--- config.mk ---
export PLATFORM = sky130hd
export DESIGN_NAME = tick_bcd_counter
export DESIGN_NICKNAME = d
export VERILOG_FILES = /design/src/rtl/tick_bcd_counter_pkg.sv /design/src/rtl/tick_bcd_counter_bcd.sv /design/src/rtl/tick_bcd_counter.sv
export SDC_FILE = /design/constraint.sdc
export NUM_CORES = 1
export LEC_CHECK = 0
export ABC_CLOCK_PERIOD_IN_PS = 1900
export BUFFER_PORTS_ARGS = -buffer_cell sky130_fd_sc_hd__buf_2
export CAP_MARGIN = 30
export CORE_MARGIN = 5
export CORE_UTILIZATION = 52
export DETAILED_ROUTE_END_ITERATION = 7
export HOLD_SLACK_MARGIN = 0.1
export PLACE_DENSITY = 0.8
export SLEW_MARGIN = 40
export SYNTH_ARGS = -nofsm -noshare
export SYNTH_HDL_FRONTEND = slang
export SYNTH_SLANG_ARGS = --single-unit
--- constraint.sdc ---
create_clock -name clk -period 1.9 [get_ports clk]
set_input_delay 0.095 -clock clk [delete_from_list [all_inputs] [get_ports clk]]
set_output_delay 0.095 -clock clk [all_outputs]
set_load 0.005 [all_outputs]
--- src/rtl/tick_bcd_counter_pkg.sv ---
// Shared definitions for the tick-driven two-digit BCD counter.
package tick_bcd_counter_pkg;

    localparam int unsigned DIGIT_W       = 4;
    localparam int unsigned BCD_MAX       = 9;
    localparam int unsigned DEFAULT_LIMIT = 99;

    typedef logic [DIGIT_W-1:0] digit_t;

    localparam digit_t DIGIT_MAX = digit_t'(BCD_MAX);
    localparam digit_t DIGIT_ONE = digit_t'(1);

    typedef enum logic [1:0] {
        IDLE  = 2'b00,
        RUN   = 2'b01,
        PAUSE = 2'b10
    } state_t;

endpackage

--- src/rtl/tick_bcd_counter_bcd.sv ---
// One BCD digit: loadable, up/down, wraps 9<->0 on its own.
module bcd_digit
    import tick_bcd_counter_pkg::*;
(
    input  logic               clk,
    input  logic               reset,
    input  logic               enable,
    input  logic               down,
    input  logic               load,
    input  logic [DIGIT_W-1:0] load_value,
    output logic [DIGIT_W-1:0] value,
    output logic               carry
);

    // carry flags the roll-over value for the current direction; the top gates it with enable
    assign carry = down ? (value == '0) : (value == DIGIT_MAX);

    always_ff @(posedge clk or posedge reset) begin
        if (reset) begin
            value <= '0;
        end else if (load) begin
            value <= load_value;
        end else if (enable) begin
            if (down) begin
                value <= (value == '0) ? DIGIT_MAX : value - DIGIT_ONE;
            end else begin
                value <= (value == DIGIT_MAX) ? '0 : value + DIGIT_ONE;
            end
        end
    end

endmodule

--- src/rtl/tick_bcd_counter.sv ---
// Two-digit BCD counter advanced by upstream ticks, with IDLE/RUN/PAUSE control.
module tick_bcd_counter
    import tick_bcd_counter_pkg::*;
#(
    parameter int unsigned LIMIT = DEFAULT_LIMIT
) (
    input  logic               clk,
    input  logic               reset,
    input  logic               pulse,
    input  logic               start,
    input  logic               stop,
    input  logic               clear,
    input  logic               down,
    output logic [DIGIT_W-1:0] units,
    output logic [DIGIT_W-1:0] tens,
    output logic               wrap,
    output logic               running
);

    localparam digit_t LIMIT_TENS  = digit_t'(LIMIT / 10);
    localparam digit_t LIMIT_UNITS = digit_t'(LIMIT % 10);

    state_t state, next_state;

    logic   step, at_limit, at_zero, wrap_step, load;
    logic   units_enable, tens_enable, units_carry, tens_carry;
    digit_t units_load, tens_load;

    always_ff @(posedge clk or posedge reset) begin
        if (reset) begin
            state <= IDLE;
        end else begin
            state <= next_state;
        end
    end

    always_comb begin
        next_state = state;
        if (clear) begin
            next_state = IDLE;
        end else begin
            unique case (state)
                IDLE:    if (start) next_state = RUN;
                RUN:     if (stop)  next_state = PAUSE;
                PAUSE:   if (start) next_state = RUN;
                default: next_state = IDLE;
            endcase
        end
    end

    assign running = (state == RUN);

    // Terminal detection lives here; digits only wrap 9<->0 locally
    assign step      = (state == RUN) && pulse && !clear;
    assign at_limit  = (tens == LIMIT_TENS) && (units == LIMIT_UNITS);
    assign at_zero   = down && units_carry && tens_carry;
    assign wrap_step = step && (down ? at_zero : at_limit);
    assign load      = clear || wrap_step;

    assign units_load   = (wrap_step && down) ? LIMIT_UNITS : '0;
    assign tens_load    = (wrap_step && down) ? LIMIT_TENS  : '0;
    assign units_enable = step && !wrap_step;
    assign tens_enable  = units_enable && units_carry;

    bcd_digit u_units (
        .clk        (clk),
        .reset      (reset),
        .enable     (units_enable),
        .down       (down),
        .load       (load),
        .load_value (units_load),
        .value      (units),
        .carry      (units_carry)
    );

    bcd_digit u_tens (
        .clk        (clk),
        .reset      (reset),
        .enable     (tens_enable),
        .down       (down),
        .load       (load),
        .load_value (tens_load),
        .value      (tens),
        .carry      (tens_carry)
    );

    always_ff @(posedge clk or posedge reset) begin
        if (reset) begin
            wrap <= 1'b0;
        end else begin
            wrap <= wrap_step;
        end
    end

endmodule

## Yosys cells after proc, flatten, opt, wreduce, memory -nomap -nowiden

Cells that the tools add are included.

- Register bits after elaboration: 11
- Bits of input ports: 7
- Output and inout port bits: 10
- Word-level logic and storage cells: 51

- Add/subtract/negate cells: 4
- Equality and inequality tests: 6
- Mux-type cells: 18
- Reduce and logical (&&, ||, !) cells: 19

Operators by type and width:

| cell | count |
|---|---|
| two-way mux 4 bit | 11 |
| logical AND 1 bit | 9 |
| adder 4 x 1 -> 4 bit, second input constant | 2 |
| == test 4 bit, second input constant | 2 |
| logical NOT 4 bit | 2 |
| subtractor 4 x 1 -> 4 bit, second input constant | 2 |
| two-way mux 2 bit | 3 |
| case mux 2 bit (2 select lines) | 1 |
| nonzero test 2 bit | 2 |
| two-way mux 1 bit | 3 |
| != test 3 x 1 -> 1 bit, second input constant | 1 |
| != test 3 bit, second input constant | 1 |
| == test 2 x 1 -> 1 bit, second input constant | 1 |
| == test 2 bit, second input constant | 1 |
| logical NOT 1 bit | 2 |
| logical NOT 2 bit | 1 |
| AND reduction 2 bit | 1 |
| OR reduction 2 bit | 1 |
| logical OR 1 bit | 1 |

## Longest topological paths before layout

- Word-level depth: 11
- Depth in mapped cells: 6
- Mapped depth without buffers: 4

## By module

Synthesis repeated with hierarchy kept, for this count alone.

- Cell total of the unflattened synthesis: 133
- Area total of the unflattened synthesis: 1026.0 µm²

By module, submodules not included:

| module | times used | cells an instance | area an instance (µm²) | seq. area each (µm²) |
|---|---|---|---|---|
| bcd_digit | 2 | 54 | 402.9 | 100.1 |
| tick_bcd_counter | 1 | 25 | 220.2 | 75.1 |

## Worst setup path before layout

OpenSTA, ideal clock, no wires.

- Kind: reg2reg
- Start: register u_units.value[3]
- End: register u_units.value[3]
- Library setup time: 0.080 ns
- Data arrival time: 1.377 ns
- Required time: 1.820 ns
- Slack: 0.444 ns
- Stages on the path, launching flop included: 7
- Buffers on the path: 2
- Period minus slack after synthesis: 1.456 ns
- Path through: dfrtp_1 > buf_6 > and3b_1 > o2111a_1 > buf_6 > a211o_1 > o22ai_2

- Word-level cells in the longest chain between the ends: 9
- Elaborated cells between the ends (all ways): 21
- Classes of those cells: add/sub (2); eq/ne (1); mux (8); reduce/logical (10)

RTL lines:

| element | RTL line | source |
|---|---|---|
| start: declaration | tick_bcd_counter_bcd.sv:11 | `output logic [DIGIT_W-1:0] value,` |
| start signal: assignment | tick_bcd_counter_bcd.sv:22 | `value <= load_value;` |
| start signal: assignment | tick_bcd_counter_bcd.sv:25 | `value <= (value == '0) ? DIGIT_MAX : value - DIGIT_ONE;` |
| start signal: assignment | tick_bcd_counter_bcd.sv:27 | `value <= (value == DIGIT_MAX) ? '0 : value + DIGIT_ONE;` |
| == test 4 bit / logical NOT 4 bit (equally long branches) | - |  |
| two-way mux 1 bit | tick_bcd_counter_bcd.sv:16 | `assign carry = down ? (value == '0) : (value == DIGIT_MAX);` |
| logical AND 1 bit (2 in a row) | tick_bcd_counter.sv:56 | `assign at_zero = down && units_carry && tens_carry;` |
| two-way mux 1 bit | tick_bcd_counter.sv:57 | `assign wrap_step = step && (down ? at_zero : at_limit);` |
| logical AND 1 bit | tick_bcd_counter.sv:57 |  |
| logical AND 1 bit / logical NOT 1 bit (equally long branches) | tick_bcd_counter.sv:60, tick_bcd_counter.sv:62 |  |
| two-way mux 4 bit / logical AND 1 bit (equally long branches) | tick_bcd_counter.sv:60, tick_bcd_counter.sv:62 |  |
| two-way mux 4 bit / nonzero test 2 bit (equally long branches) | - |  |

Several ways; a longest one is shown, not always the timed one. The select of a mux whose other input is x is not followed.
A chain may end at the register's enable or synchronous reset.

## Worst setup path in the final report

Ends and elaborated chain as after synthesis.

==> flow_summary.toml <==
[yosys]
synth.distinct_cells = 35
synth-warning-count = 0
synth_top_cells_by_count = "nor2_1, dfrtp_1, a21oi_1"
synthFlopType = "dfrtp_1"
synthTopCellsByArea = "dfrtp_1, nor2_1, nand3b_1, a21oi_1, xor2_1"
netlist_instances = 91
synth-async-reset-ratio = 1.00
synth_top_area_frac = 0.354
synthesis.nets = 98
yosysTopAreaCell = "dfrtp_1"
syn-cell-area_sq_um = 778
synth-edff-count = 0
ys_seq_area_frac = 0.354
synth-seq-cells = 11
synth_area_per_cell_sq_um = 8.55
yosysMostFrequentCell = "nor2_1"

[finish]
drive_gt1_frac = 0.224
final_cells = 123
multi_input_area_sq_um = 445
final_net_count = 115
finalInstanceArea_sq_um = 890
diodes = 0
syn_to_final_growth_pct = 14.3
seq_area_sq_um = 275
n_fill_cell = 130

[grt]
met3_usage = 0.0583
grt_busiest_layer = "met2"
use_met1 = 0.189
grt_pass1_wl_mm = 2.83
grt_pass1_vias = 608
grt.overflow.total = 0
grt.total_usage = 0.146
grt_max_degree = 17
grt_use_met2 = 0.228
antenna_found_initial = 0

[worst_setup_path]
critical_path_buf_inv_count = 0
rr_worst_depth = 4
r2r_start = "u_units.value[3]"
slowest_stage = "dfrtp_1"
cpLargestDelayFamily = "compound AO/OA/AOI/OAI gates"
r2r-end = "u_units.value[3]"
ff2ff_setup_slack_ns = 0.37
crit_arrival_ns = 1.68
cpPeakStageDelay_ns = 0.48
cp-start-kind = "flip-flop"
crit_chain = "nor3b_1, o2111a_1, a211o_1, o22ai_2"
crit_type = "flip-flop to flip-flop"
cp-end-kind = "flip-flop"
path_max_fanout = 10
required_ns = 2.05

[power_and_ir_drop]
power_leakage_nw = 0.427
vdd_drop_max_mv = 0.574
p_comb_frac = 0.169
p_int_mw = 0.360
sw_frac_of_total = 0.286
pwr-share-clk = 0.327
power_frac_seq = 0.505
switching_power_mw = 0.144
powerDensity_nw_per_um2 = 567

[placed_design]
place_area_sq_um = 832
post-place-cells = 116
dp_hpwl_mm = 1.12
io_buffers = 16
gp_congestion = 0.762

[timing]
setup_viol = 0
hold_viol = 0
fin_crit_sh = 0.806
period_minus_slack_ns = 1.53
rsz0062_at_grt = "no"
max_slew.worst_pin.slew_ns = 0.407
worst_slew_margin_rel = 0.729
fmax_ghz = 0.653
slew_viol_final = 0
finalClockSkew_ns = 0.00379
finalSetupTns_ns = 0

[clock_network]
cts_made_buffers = 3
tritoncts = "yes"
root_buffer = "clkbuf_4"
clkLatencyLatePin_ns = 0.27
cts.sink_count = 11
clkTransAtPathRegs_ns = 0.08
cts_setup_buffers = 0
h-tree-depth = 1
cts_max_path_buffers = 2

[routing]
via_per_inst = 5.63
num_vias = 692
drtAntennaViolNets = 0
drtIter0Drc = 7
drc = 0
drt-total-wl_mm = 1.57
avgRoutedWirePerCell_um = 12.8
drt_pass1_iterations = 4

[floorplanning]
rows = 14
die-area_sq_um = 2370
initial_core_util = 0.535
chipHeight_um = 48.7
core_area_sq_um = 1450
die_w_um = 48.7
io_pins = 17

[worst_hold_path]
min-delay-start = "clear"
hold_end = "u_units.value[2]"
hold_class = "input port to flip-flop"
hold_path_depth = 2

[status]
status = "complete, no violations"

[flow_run]
cap_violations = 0
## flip-flops by register name, indices dropped and copies added, names as in the netlist
signal         count
state              2
u_tens.value       4
u_units.value      4
wrap               1
## placed cells by master, fill, tap and decap left out, drive strengths merged, types with 2 or more instances in the layout
cell / instances
nand3: 2
dlygate4sd3: 3
o21ai: 3
dfrtp: 11
inv: 3
nor2b: 4
clkbuf: 3
nand3b: 5
buf: 16
xor2: 3
a31oi: 2
a211o: 2
nor2: 12
nand2: 4
mux2i: 2
nand2b: 3
nor3: 4
a21oi: 7
o22ai: 3
## logic make-up after synthesis
logic type	Yosys count	share of synthesized area
and+or+nand+nor	41	0.297
AOI/OAI and AO/OA	23	0.204
DFF	11	0.354
buffers and inverters	10	0.0739
xor gates and xnor gates	4	0.0450
muxes	2	0.0257
## power by group through the flow
stage,Clock [mW],Sequential (mW),Combinational [mW]
6_report,0.165,0.254,0.0850
5_1_grt,0.176,0.256,0.0964
4_1_cts,0.170,0.254,0.0861
3_5_place_dp,0,0.259,0.0810
3_3_place_gp,0,0.258,0.0803
2_1_floorplan,0,0.253,0.0679
## worst max-delay path by stage
stage | startpoint | to | cells past startpoint | slack (ns)
floorplan | u_units.value[3] | u_units.value[3] | 6 | 0.44
global placement | u_units.value[3] | u_units.value[3] | 4 | 0.43
detailed placement | u_units.value[3] | u_units.value[3] | 4 | 0.39
CTS | u_units.value[3] | u_units.value[3] | 4 | 0.37
global route | u_units.value[3] | u_tens.value[2] | 4 | 0.23
finish | u_units.value[3] | u_units.value[3] | 4 | 0.37
## layer usage
| metal | vias to the layer above | share of wire |
|---|---|---|
| met4 | 0 | 0.0083 |
| met2 | 14 | 0.47 |
| li1 | 352 | - |
| met5 | - | 0 |
| met1 | 324 | 0.47 |
| met3 | 2 | 0.053 |
## metrics by stage
stage               setup WS [ns]  total power, mW  hold WS [ns]   util
finish                      0.369            0.504         0.150  0.612
global route                0.226            0.529         0.167  0.612
CTS                         0.375            0.510         0.150  0.612
detailed placement          0.392            0.340         0.108  0.572
global placement            0.432            0.338         0.108  0.572
floorplan                   0.444            0.321       -0.0526      -
## what timing repair did
item,in CTS,in global routing
resized for setup,0,0
endpoints found under the hold margin,13,0
endpoints found under the setup margin,0,0
hold buffers,3,0
## worst register-to-register path, cell delays in order (launching register included)
cell and delay, ns:
dfrtp_1 0.48, nor3b_1 0.30, o2111a_1 0.39, a211o_1 0.19, o22ai_2 0.05
## cell type report
class                           instances  area share
Clock inverter                          1     0.00563
Timing Repair Buffer                   19       0.124
Sequential cell                        11       0.309
Tap cell                               16      0.0225
Multi-Input combinational cell         70       0.501
Inverter                                3      0.0127
Clock buffer                            3      0.0253
No activity file was read; power rests on OpenSTA's default activity.
